### config.mk
export PLATFORM = sky130hd
export DESIGN_NAME = slot_bank_sequencer
export DESIGN_NICKNAME = d
export VERILOG_FILES = /design/src/rtl/slot_pkg.sv /design/src/rtl/slot_entry.sv /design/src/rtl/slot_bank_sequencer.sv
export SDC_FILE = /design/constraint.sdc
export NUM_CORES = 1
export LEC_CHECK = 0
export ABC_AREA = 1
export CAP_MARGIN = 20
export CORE_AREA = 2 2 242 244
export DETAILED_ROUTE_END_ITERATION = 8
export DIE_AREA = 0 0 244 246
export HOLD_SLACK_MARGIN = 0.05
export PLACE_DENSITY = 0.8
export SLEW_MARGIN = 10
export SYNTH_ARGS = -nofsm -noshare
export SYNTH_HDL_FRONTEND = slang
export SYNTH_SLANG_ARGS = --single-unit
### constraint.sdc
create_clock -name clk -period 32.8 [get_ports clk]
set_clock_uncertainty 0.15 [all_clocks]
set_input_delay 8.2 -clock clk [delete_from_list [all_inputs] [get_ports clk]]
set_output_delay 8.2 -clock clk [all_outputs]
set_load 0.02 [all_outputs]
### src/rtl/slot_pkg.sv
// slot_pkg: shared encodings for the descriptor slot bank and its sequencer.
package slot_pkg;
    typedef enum logic [1:0] {ST_EMPTY, ST_ARMED, ST_BUSY, ST_DONE} status_e;
    typedef enum logic [1:0] {S_IDLE, S_ISSUE, S_WAIT, S_NEXT} state_e;
    localparam logic [31:0] SAT = 32'hFFFF_FFFF;
endpackage

### src/rtl/slot_entry.sv
// slot_entry: one descriptor register; host field writes are gated by lock,
// the sequencer status/profile port always wins.
module slot_entry
    import slot_pkg::*;
#(
    parameter int SRC_ADDR_WIDTH = 32,
    parameter int SRC_SIZE_WIDTH = 26,
    parameter int DST_ADDR_WIDTH = 32,
    parameter int DST_SIZE_WIDTH = 26,
    parameter int PROFILE_WIDTH  = 32
) (
    input  logic                      clk,
    input  logic                      reset,
    input  logic                      lock,
    input  logic                      set_src_addr,
    input  logic                      set_src_size,
    input  logic                      set_des_addr,
    input  logic                      set_des_size,
    input  logic                      set_status,
    input  logic [SRC_ADDR_WIDTH-1:0] inp_src_addr,
    input  logic [SRC_SIZE_WIDTH-1:0] inp_src_size,
    input  logic [DST_ADDR_WIDTH-1:0] inp_des_addr,
    input  logic [DST_SIZE_WIDTH-1:0] inp_des_size,
    input  logic [1:0]                inp_status,
    input  logic                      seq_we_status,
    input  logic [1:0]                seq_status,
    input  logic                      seq_we_profile,
    input  logic [PROFILE_WIDTH-1:0]  seq_profile,
    output logic [SRC_ADDR_WIDTH-1:0] src_addr,
    output logic [SRC_SIZE_WIDTH-1:0] src_size,
    output logic [DST_ADDR_WIDTH-1:0] des_addr,
    output logic [DST_SIZE_WIDTH-1:0] des_size,
    output logic [1:0]                status,
    output logic [PROFILE_WIDTH-1:0]  profile
);
    logic [SRC_ADDR_WIDTH-1:0] src_addr_q, src_addr_d;
    logic [SRC_SIZE_WIDTH-1:0] src_size_q, src_size_d;
    logic [DST_ADDR_WIDTH-1:0] des_addr_q, des_addr_d;
    logic [DST_SIZE_WIDTH-1:0] des_size_q, des_size_d;
    logic [1:0]                status_q, status_d;
    logic [PROFILE_WIDTH-1:0]  profile_q, profile_d;

    always_comb begin
        src_addr_d = (set_src_addr && !lock) ? inp_src_addr : src_addr_q;
        src_size_d = (set_src_size && !lock) ? inp_src_size : src_size_q;
        des_addr_d = (set_des_addr && !lock) ? inp_des_addr : des_addr_q;
        des_size_d = (set_des_size && !lock) ? inp_des_size : des_size_q;
        status_d   = seq_we_status ? seq_status : (set_status && !lock) ? inp_status : status_q;
        profile_d  = seq_we_profile ? seq_profile : profile_q;
    end

    always_ff @(posedge clk or posedge reset) begin
        if (reset) begin
            src_addr_q <= '0;
            src_size_q <= '0;
            des_addr_q <= '0;
            des_size_q <= '0;
            status_q   <= ST_EMPTY;
            profile_q  <= '0;
        end else begin
            src_addr_q <= src_addr_d;
            src_size_q <= src_size_d;
            des_addr_q <= des_addr_d;
            des_size_q <= des_size_d;
            status_q   <= status_d;
            profile_q  <= profile_d;
        end
    end

    assign src_addr = src_addr_q;
    assign src_size = src_size_q;
    assign des_addr = des_addr_q;
    assign des_size = des_size_q;
    assign status   = status_q;
    assign profile  = profile_q;
endmodule

### src/rtl/slot_bank_sequencer.sv
// slot_bank_sequencer: bank of DMA descriptor slots plus a sequencer that issues
// each ARMED slot in order and writes back status and a cycle-count profile.
module slot_bank_sequencer
    import slot_pkg::*;
#(
    parameter int NUM_SLOTS      = 4,
    parameter int IDX_WIDTH      = 2,
    parameter int SRC_ADDR_WIDTH = 32,
    parameter int SRC_SIZE_WIDTH = 26,
    parameter int DST_ADDR_WIDTH = 32,
    parameter int DST_SIZE_WIDTH = 26,
    parameter int PROFILE_WIDTH  = 32
) (
    input  logic                      clk,
    input  logic                      reset,
    input  logic [IDX_WIDTH-1:0]      wr_idx,
    input  logic [SRC_ADDR_WIDTH-1:0] inp_src_addr,
    input  logic [SRC_SIZE_WIDTH-1:0] inp_src_size,
    input  logic [DST_ADDR_WIDTH-1:0] inp_des_addr,
    input  logic [DST_SIZE_WIDTH-1:0] inp_des_size,
    input  logic [1:0]                inp_status,
    input  logic                      set_src_addr,
    input  logic                      set_src_size,
    input  logic                      set_des_addr,
    input  logic                      set_des_size,
    input  logic                      set_status,
    input  logic [IDX_WIDTH-1:0]      rd_idx,
    output logic [SRC_ADDR_WIDTH-1:0] rd_src_addr,
    output logic [SRC_SIZE_WIDTH-1:0] rd_src_size,
    output logic [DST_ADDR_WIDTH-1:0] rd_des_addr,
    output logic [DST_SIZE_WIDTH-1:0] rd_des_size,
    output logic [1:0]                rd_status,
    output logic [PROFILE_WIDTH-1:0]  rd_profile,
    input  logic                      start,
    input  logic [IDX_WIDTH:0]        seq_len,
    output logic                      busy,
    output logic                      seq_done,
    output logic [IDX_WIDTH-1:0]      cur_idx,
    output logic                      cmd_valid,
    input  logic                      cmd_ready,
    output logic [SRC_ADDR_WIDTH-1:0] cmd_src_addr,
    output logic [SRC_SIZE_WIDTH-1:0] cmd_src_size,
    output logic [DST_ADDR_WIDTH-1:0] cmd_des_addr,
    output logic [DST_SIZE_WIDTH-1:0] cmd_des_size,
    input  logic                      cmd_done
);
    localparam logic [PROFILE_WIDTH-1:0] PMAX = SAT[PROFILE_WIDTH-1:0];
    localparam logic [IDX_WIDTH:0]       NS   = (IDX_WIDTH+1)'(NUM_SLOTS);

    state_e                    state_q, state_d;
    logic [IDX_WIDTH-1:0]      cur_q, cur_d;
    logic [IDX_WIDTH:0]        len_q, len_d;
    logic [PROFILE_WIDTH-1:0]  cnt_q, cnt_d, cnt_inc;
    logic                      done_q, done_d;
    logic                      seq_we_status, seq_we_profile, locked, last;
    logic [1:0]                seq_status;
    logic [IDX_WIDTH:0]        eff_len;

    logic [SRC_ADDR_WIDTH-1:0] src_addr_a [NUM_SLOTS];
    logic [SRC_SIZE_WIDTH-1:0] src_size_a [NUM_SLOTS];
    logic [DST_ADDR_WIDTH-1:0] des_addr_a [NUM_SLOTS];
    logic [DST_SIZE_WIDTH-1:0] des_size_a [NUM_SLOTS];
    logic [1:0]                status_a   [NUM_SLOTS];
    logic [PROFILE_WIDTH-1:0]  profile_a  [NUM_SLOTS];

    // The active slot is frozen while its command is pending or in flight.
    assign locked  = (state_q == S_ISSUE) || (state_q == S_WAIT);
    assign eff_len = (seq_len > NS) ? NS : seq_len;
    assign last    = ({1'b0, cur_q} == len_q - 1'b1);
    assign cnt_inc = (cnt_q == PMAX) ? cnt_q : cnt_q + 1'b1;

    genvar g;
    generate
        for (g = 0; g < NUM_SLOTS; g++) begin : g_slot
            logic wsel, ssel;
            assign wsel = (wr_idx == IDX_WIDTH'(g));
            assign ssel = (cur_q == IDX_WIDTH'(g));
            slot_entry #(
                .SRC_ADDR_WIDTH(SRC_ADDR_WIDTH),
                .SRC_SIZE_WIDTH(SRC_SIZE_WIDTH),
                .DST_ADDR_WIDTH(DST_ADDR_WIDTH),
                .DST_SIZE_WIDTH(DST_SIZE_WIDTH),
                .PROFILE_WIDTH (PROFILE_WIDTH)
            ) u_entry (
                .clk           (clk),
                .reset         (reset),
                .lock          (locked && ssel),
                .set_src_addr  (set_src_addr && wsel),
                .set_src_size  (set_src_size && wsel),
                .set_des_addr  (set_des_addr && wsel),
                .set_des_size  (set_des_size && wsel),
                .set_status    (set_status && wsel),
                .inp_src_addr  (inp_src_addr),
                .inp_src_size  (inp_src_size),
                .inp_des_addr  (inp_des_addr),
                .inp_des_size  (inp_des_size),
                .inp_status    (inp_status),
                .seq_we_status (seq_we_status && ssel),
                .seq_status    (seq_status),
                .seq_we_profile(seq_we_profile && ssel),
                .seq_profile   (cnt_inc),
                .src_addr      (src_addr_a[g]),
                .src_size      (src_size_a[g]),
                .des_addr      (des_addr_a[g]),
                .des_size      (des_size_a[g]),
                .status        (status_a[g]),
                .profile       (profile_a[g])
            );
        end
    endgenerate

    always_comb begin
        state_d        = state_q;
        cur_d          = cur_q;
        len_d          = len_q;
        cnt_d          = cnt_q;
        done_d         = 1'b0;
        cmd_valid      = 1'b0;
        seq_we_status  = 1'b0;
        seq_we_profile = 1'b0;
        seq_status     = ST_BUSY;
        case (state_q)
            S_IDLE: if (start) begin
                len_d = eff_len;
                if (eff_len == '0) begin
                    done_d = 1'b1;
                end else begin
                    cur_d   = '0;
                    state_d = S_ISSUE;
                end
            end
            S_ISSUE: if (status_a[cur_q] != ST_ARMED) begin
                state_d = S_NEXT;
            end else begin
                cmd_valid = 1'b1;
                if (cmd_ready) begin
                    seq_we_status = 1'b1;
                    cnt_d         = '0;
                    state_d       = S_WAIT;
                end
            end
            S_WAIT: begin
                cnt_d = cnt_inc;
                if (cmd_done) begin
                    seq_we_status  = 1'b1;
                    seq_we_profile = 1'b1;
                    seq_status     = ST_DONE;
                    state_d        = S_NEXT;
                end
            end
            S_NEXT: if (last) begin
                done_d  = 1'b1;
                state_d = S_IDLE;
            end else begin
                cur_d   = cur_q + 1'b1;
                state_d = S_ISSUE;
            end
            default: state_d = S_IDLE;
        endcase
    end

    always_ff @(posedge clk or posedge reset) begin
        if (reset) begin
            state_q <= S_IDLE;
            cur_q   <= '0;
            len_q   <= '0;
            cnt_q   <= '0;
            done_q  <= 1'b0;
        end else begin
            state_q <= state_d;
            cur_q   <= cur_d;
            len_q   <= len_d;
            cnt_q   <= cnt_d;
            done_q  <= done_d;
        end
    end

    assign busy         = (state_q != S_IDLE);
    assign seq_done     = done_q;
    assign cur_idx      = cur_q;
    assign rd_src_addr  = src_addr_a[rd_idx];
    assign rd_src_size  = src_size_a[rd_idx];
    assign rd_des_addr  = des_addr_a[rd_idx];
    assign rd_des_size  = des_size_a[rd_idx];
    assign rd_status    = status_a[rd_idx];
    assign rd_profile   = profile_a[rd_idx];
    assign cmd_src_addr = src_addr_a[cur_q];
    assign cmd_src_size = src_size_a[cur_q];
    assign cmd_des_addr = des_addr_a[cur_q];
    assign cmd_des_size = des_size_a[cur_q];
endmodule

==> impl_metrics.toml, run 1 <==
[synth]
synth.net_count = 4328
synth_edf_count = 0
synth.distinct_cells = 35
yosys_warnings = 0
ffs_w_async_s_r_synth = 1.00
synth.cell_area_um2 = 31900
prevailing_post_synth_register_cell = "sky130_fd_sc_hd__dfrtp_1"
syn-instance-count = 4183
yosys_register_bits = 640
synth_sequential_area_ratio = 0.502
synth.avg_cell_area_um2 = 7.63

[floorplanning]
floorplan.initialDensity = 0.556
die-area_um2 = 60000
io_pins = 406
coreArea_um2 = 57400
die-width_um = 244
num_rows = 88
die-height_um = 246

[clocking]
cts-htree-levels = 3
clk_transition_reported_paths_ns = 0.06
numClockSinks = 640
cts_hold_buffers = 0
cts_max_path_buffers = 3
post_cts.resized_instances = 0
post_cts.repair.setup_buffers = 0
clkLatencyLatePin_ns = 0.59
cts_root_buf = "sky130_fd_sc_hd__clkbuf_16"
cts_made_buffers = 69
tritoncts_clock_tree = "yes"

[cells_and_area]
layout.cells.most_common = "sky130_fd_sc_hd__nand2_1"
finish.utilization = 0.669
synthToLayoutAreaGrowth_pct = 20.3
layout.cells.most_common_list = "sky130_fd_sc_hd__nand2_1, sky130_fd_sc_hd__o21ai_0, sky130_fd_sc_hd__nor2_1"
layout-drive-gt1-share = 0.0506
num-nets-final = 4551

[grt]
grt_remaining_overflow = 0
largest_net_degree_at_the_start_of_global_routing = 167
global_route.usage.total = 0.332
grt_pass1_vias = 29400
number_of_antenna_violations_at_the_first_check_in_global_routing = 8
grt_first_pass_wirelength_mm = 160

[sta]
clock.fmax_mhz = 50.2
final_period_minus_worst_setup_slack_ns = 19.93
timing.final.crit_share = 0.608
drv_slew = 0
fin_tns_setup_ns = 0
timing.slew.headroom = 0.237
setup_violations = 0
rsz0062_at_grt = "false"
hold_violations = 0
worstMarginPinSlew_ns = 1.14

[run_status]
status = "complete, no violations"

[routing]
drt_first_pass_iters = 7
detailroute.via_count = 30900
wl_per_cell_um = 19.2
drt_first_iter_violations = 3072
vias_per_cell = 5.91
post_detailed_route_count_of_antenna_violating_nets = 0
drc = 0
drt-total-wl_mm = 100

[power_and_ir_drop]
share_seq_of_total_power = 0.350
power.density_cell_area_nw_per_um2 = 85.6
clock_power_share = 0.226
power.share.combinational = 0.424
p_int_mw = 1.97
netSwitchingFraction = 0.401
power.ir.vdd_worst_mv = 0.0598
total_switching_power_mw = 1.32
static-leakage-power_nw = 17.4

[min_path]
beginning_of_the_worst_hold_path = "g_slot[2].u_entry.profile[17]$_DFFE_PP0P_"
timing.hold.worst_path_depth = 2
whs_endpoint = "g_slot[2].u_entry.profile[17]$_DFFE_PP0P_"
worst_hold_path_type = "reg -> reg"

[critical_path]
worstSetupStartpointType = "input port"
ff2ff_path_depth = 7
cp_data_required_time_ns = 24.45
critical_path.reg2reg.endpoint = "g_slot[0].u_entry.des_size[3]$_DFFE_PP0P_"
r2r_start = "cur_idx[1]$_DFFE_PP0P_"
ff2ff_setup_slack_ns = 29.16
critical_path.max_fanout = 86
cp-end-kind = "output port"
arrival_ns = 11.58
worst_setup_path_startpoint = "rd_idx[1]"
critical_path_class = "in -> out"

[place]
port-buffer-count = 405
dp_hpwl_mm = 60.2
globalplace.congestion = 0.971

[run]
max-cap-violations = 0
worst max-delay path by stage:
stage | end | slack [ns]
after CTS | rd_des_addr[31] | 12.95
final | rd_profile[31] | 12.87
after global placement | rd_des_addr[31] | 12.96
after floorplan | cnt_q[0]$_DFFE_PP0P_ | 6.52
after global routing | rd_des_addr[31] | 12.73
after detailed placement | rd_des_addr[31] | 12.97
metrics by stage:
step | total power, mW | instance area, um2 | hold slack, ns | setup WS (ns) | std cells
after floorplan | 1.91 | 31900 | 0.294 | 6.52 | 4183
after global placement | 2.50 | 36200 | 0.308 | 12.96 | 5095
after detailed placement | 2.53 | 36200 | 0.310 | 12.97 | 5096
after CTS | 3.28 | 38300 | 0.325 | 12.95 | 5212
after global routing | 3.45 | 38400 | 0.340 | 12.73 | 5221
final | 3.28 | 38400 | 0.325 | 12.87 | 5222
cells in the mapped netlist, types with 21 or more instances:
cell / instances / area, um2
sky130_fd_sc_hd__dfrtp_1: 640 / 16000
sky130_fd_sc_hd__o22ai_1: 257 / 1610
sky130_fd_sc_hd__inv_1: 185 / 694
sky130_fd_sc_hd__nand3_1: 28 / 140
sky130_fd_sc_hd__buf_1: 21 / 78.8
sky130_fd_sc_hd__nand2_1: 804 / 3020
sky130_fd_sc_hd__o21ai_0: 803 / 4020
sky130_fd_sc_hd__buf_2: 36 / 180
sky130_fd_sc_hd__a21oi_1: 247 / 1240
sky130_fd_sc_hd__nand3_2: 28 / 280
sky130_fd_sc_hd__clkbuf_1: 238 / 893
sky130_fd_sc_hd__nor2_1: 797 / 2990
state kept, by name, indices dropped and copies added (netlist names):
register	flops
g_slot.u_entry.des_size	104
cnt_q	32
seq_done	1
g_slot.u_entry.des_addr	128
len_q	3
cur_idx	2
g_slot.u_entry.status	8
g_slot.u_entry.src_addr	128
state_q	2
g_slot.u_entry.profile	128
g_slot.u_entry.src_size	104
final cells by class:
class / instances / area (um2)
clock inverter: 11 / 65.1
fill: 4732 / 19000
tap: 765 / 957
multi-input combinational: 3049 / 14000
timing repair buffer: 450 / 4470
antenna: 6 / 15.0
sequential: 640 / 16000
inverter: 196 / 761
clock buffer: 105 / 2040
power by group through the flow:
stage | clock network [mW] | logic (mW) | registers (mW)
after CTS | 0.751 | 1.38 | 1.15
after global placement | 0 | 1.35 | 1.15
final | 0.743 | 1.39 | 1.15
after floorplan | 0 | 0.812 | 1.10
after global routing | 0.781 | 1.49 | 1.18
after detailed placement | 0 | 1.37 | 1.15
per-layer routing:
| layer | up-vias | wire length [um] | GRT usage |
|---|---|---|---|
| met5 | - | 37 | 0 |
| met4 | 6 | 4380 | 0.152 |
| met3 | 286 | 9680 | 0.0650 |
| met2 | 1662 | 45700 | 0.516 |
| met1 | 14600 | 40600 | 0.453 |
| li1 | 14400 | - | - |
cells by family after synthesis:
logic type | count (synthesis) | synth area share
DFF | 640 | 0.502
and+or+nand+nor | 1702 | 0.213
buffers and inverters | 494 | 0.0600
xor gates and xnor gates | 5 | 0.00137
AOI/OAI and AO/OA | 1332 | 0.220
adders and majority gates | 10 | 0.00392
worst max-delay path: stages:
cell,delay [ns]
sky130_fd_sc_hd__buf_4,0.35
sky130_fd_sc_hd__inv_4,0.87
sky130_fd_sc_hd__buf_4,0.76
sky130_fd_sc_hd__o21ai_0,0.20
sky130_fd_sc_hd__o22ai_1,0.37
sky130_fd_sc_hd__clkdlybuf4s50_1,0.69
(Power assumes the default switching activity.)
==> inputs of run 2 (changes only) <==
==> constraint.sdc (replaced) <==
create_clock -name clk -period 20.3 [get_ports clk]
set_clock_uncertainty 0.15 [all_clocks]
set_input_delay 5.075 -clock clk [delete_from_list [all_inputs] [get_ports clk]]
set_output_delay 5.075 -clock clk [all_outputs]
set_load 0.02 [all_outputs]
==> impl_metrics.toml, run 2 (synthesis results as in run 1) <==
[run_status]
status = "complete, no violations"

[power_and_ir_drop]
power.total_mw = 5.34
power.ir.vdd_worst_mv = 0.0985
static-leakage-power_nw = 17.4
power.density_cell_area_nw_per_um2 = 139

[floorplanning]
coreArea_um2 = 57400
die-area_um2 = 60000
die-width_um = 244
num_rows = 88
floorplan.initialDensity = 0.556
io_pins = 406
die-height_um = 246

[routing]
detailroute.via_count = 30800
post_detailed_route_count_of_antenna_violating_nets = 0
wl_per_cell_um = 19.1
drt_first_pass_iters = 7
vias_per_cell = 5.89
drt-total-wl_mm = 99.6
drc = 0
drt_first_iter_violations = 3039

[sta]
timing.slew.headroom = 0.295
setup_violations = 0
final_period_minus_worst_setup_slack_ns = 13.78
hold_violations = 0
timing.final.crit_share = 0.679
drv_slew = 0
fin_tns_setup_ns = 0
worstMarginPinSlew_ns = 1.06
clock.fmax_mhz = 72.6
rsz0062_at_grt = "false"

[grt]
largest_net_degree_at_the_start_of_global_routing = 173
met3_usage = 0.0641
grt_pass1_vias = 29500
grt-busiest-layer = "met2"
grt_first_pass_wirelength_mm = 157
grt_use_met1 = 0.432
global_route.usage.total = 0.327
globalRouteMet2Util = 0.514
grt_remaining_overflow = 0
number_of_antenna_violations_at_the_first_check_in_global_routing = 14

[critical_path]
cp_data_required_time_ns = 15.08
ff2ff_path_depth = 7
critical_path_class = "in -> out"
worstSetupStartpointType = "input port"
arrival_ns = 8.56
critical_path.max_fanout = 134
cp-end-kind = "output port"

[clocking]
clkLatencyLatePin_ns = 0.60
post_cts.resized_instances = 0
cts_made_buffers = 69
cts-htree-levels = 3
tritoncts_clock_tree = "yes"
cts_root_buf = "sky130_fd_sc_hd__clkbuf_16"
cts_hold_buffers = 0
clk_transition_reported_paths_ns = 0.06
numClockSinks = 640
post_cts.repair.setup_buffers = 0
cts_max_path_buffers = 3

[place]
globalplace.congestion = 0.939
port-buffer-count = 405
place_inst = 5095
dp_hpwl_mm = 58.8

[cells_and_area]
final_cells = 5224
layout.cells.most_common = "sky130_fd_sc_hd__nand2_1"
layout-drive-gt1-share = 0.0510
synthToLayoutAreaGrowth_pct = 20.6
layout.cells.most_common_list = "sky130_fd_sc_hd__nand2_1, sky130_fd_sc_hd__o21ai_0, sky130_fd_sc_hd__nor2_1"
num-nets-final = 4549
layout.area.seq_um2 = 16000
fillerInstances = 4671
multiInputGateArea_um2 = 14000

[run]
max-cap-violations = 0

[min_path]
timing.hold.worst_path_depth = 2
worst_hold_path_type = "reg -> reg"
-- run 2: cell count changes in the layout (fill, tap and decap cells not counted), moves of 3 or more --
cell | previous run | this run
sky130_fd_sc_hd__diode_2 | 6 | 11
sky130_fd_sc_hd__inv_6 | 3 | 6
sky130_fd_sc_hd__clkbuf_8 | 19 | 16
sky130_fd_sc_hd__bufinv_16 | 0 | 3
sky130_fd_sc_hd__clkbuf_1 | 18 | 13
-- run 2: critical path: stages --
cell and delay (ns):
sky130_fd_sc_hd__clkbuf_8 0.41, sky130_fd_sc_hd__inv_8 0.80, sky130_fd_sc_hd__buf_4 0.86, sky130_fd_sc_hd__o21ai_0 0.15, sky130_fd_sc_hd__o21ai_0 0.41, sky130_fd_sc_hd__clkdlybuf4s50_1 0.69
-- run 2: routing by layer --
layer	wire, um	vias up
li1	-	14400
met1	39700	14500
met2	45800	1642
met3	9800	275
met4	4250	6
met5	34	-
-- run 2: layout make-up --
class / instances / share of cell area
flip-flops and latches: 640 / 0.416
multi-input cells: 3049 / 0.365
repair buffers: 448 / 0.116
clock buffers: 99 / 0.0528
well taps: 765 / 0.0249
inverters: 196 / 0.0197
clock inverters: 16 / 0.00459
diodes: 11 / 0.000715
-- run 2: per-stage QoR --
| stage | hold slack, ns | cell area, um2 | setup WS, ns | util |
|---|---|---|---|---|
| floorplan | 0.294 | 31900 | 6.33 | - |
| global placement | 0.307 | 36200 | 6.74 | 0.631 |
| detailed placement | 0.310 | 36200 | 6.67 | 0.631 |
| CTS | 0.326 | 38400 | 6.69 | 0.669 |
| global route | 0.342 | 38500 | 6.34 | 0.671 |
| finish | 0.324 | 38500 | 6.52 | 0.671 |
-- run 2: where the power goes --
part / internal [mW] / total [mW] / leakage [nW] / switching (mW)
registers: 1.59 / 1.86 / 7.86 / 0.267
logic: 0.900 / 2.24 / 8.48 / 1.34
clock network: 0.732 / 1.24 / 1.09 / 0.511
total: 3.22 / 5.34 / 17.4 / 2.12
-- run 2: worst paths after layout --
| check | start | end | slack, ns |
|---|---|---|---|
| setup / recovery | rd_idx[0] | rd_des_addr[31] | 6.52 |
| hold / removal | g_slot[2].u_entry.profile[1]$_DFFE_PP0P_ | g_slot[2].u_entry.profile[1]$_DFFE_PP0P_ | 0.32 |
| setup reg to reg | cur_idx[1]$_DFFE_PP0P_ | g_slot[0].u_entry.des_size[9]$_DFFE_PP0P_ | 16.07 |
| hold reg to reg | g_slot[2].u_entry.profile[1]$_DFFE_PP0P_ | g_slot[2].u_entry.profile[1]$_DFFE_PP0P_ | 0.32 |
| max in group asynchronous | reset | cur_idx[0]$_DFFE_PP0P_ | 11.81 |
| min in group asynchronous | reset | g_slot[0].u_entry.src_size[14]$_DFFE_PP0P_ | 4.85 |
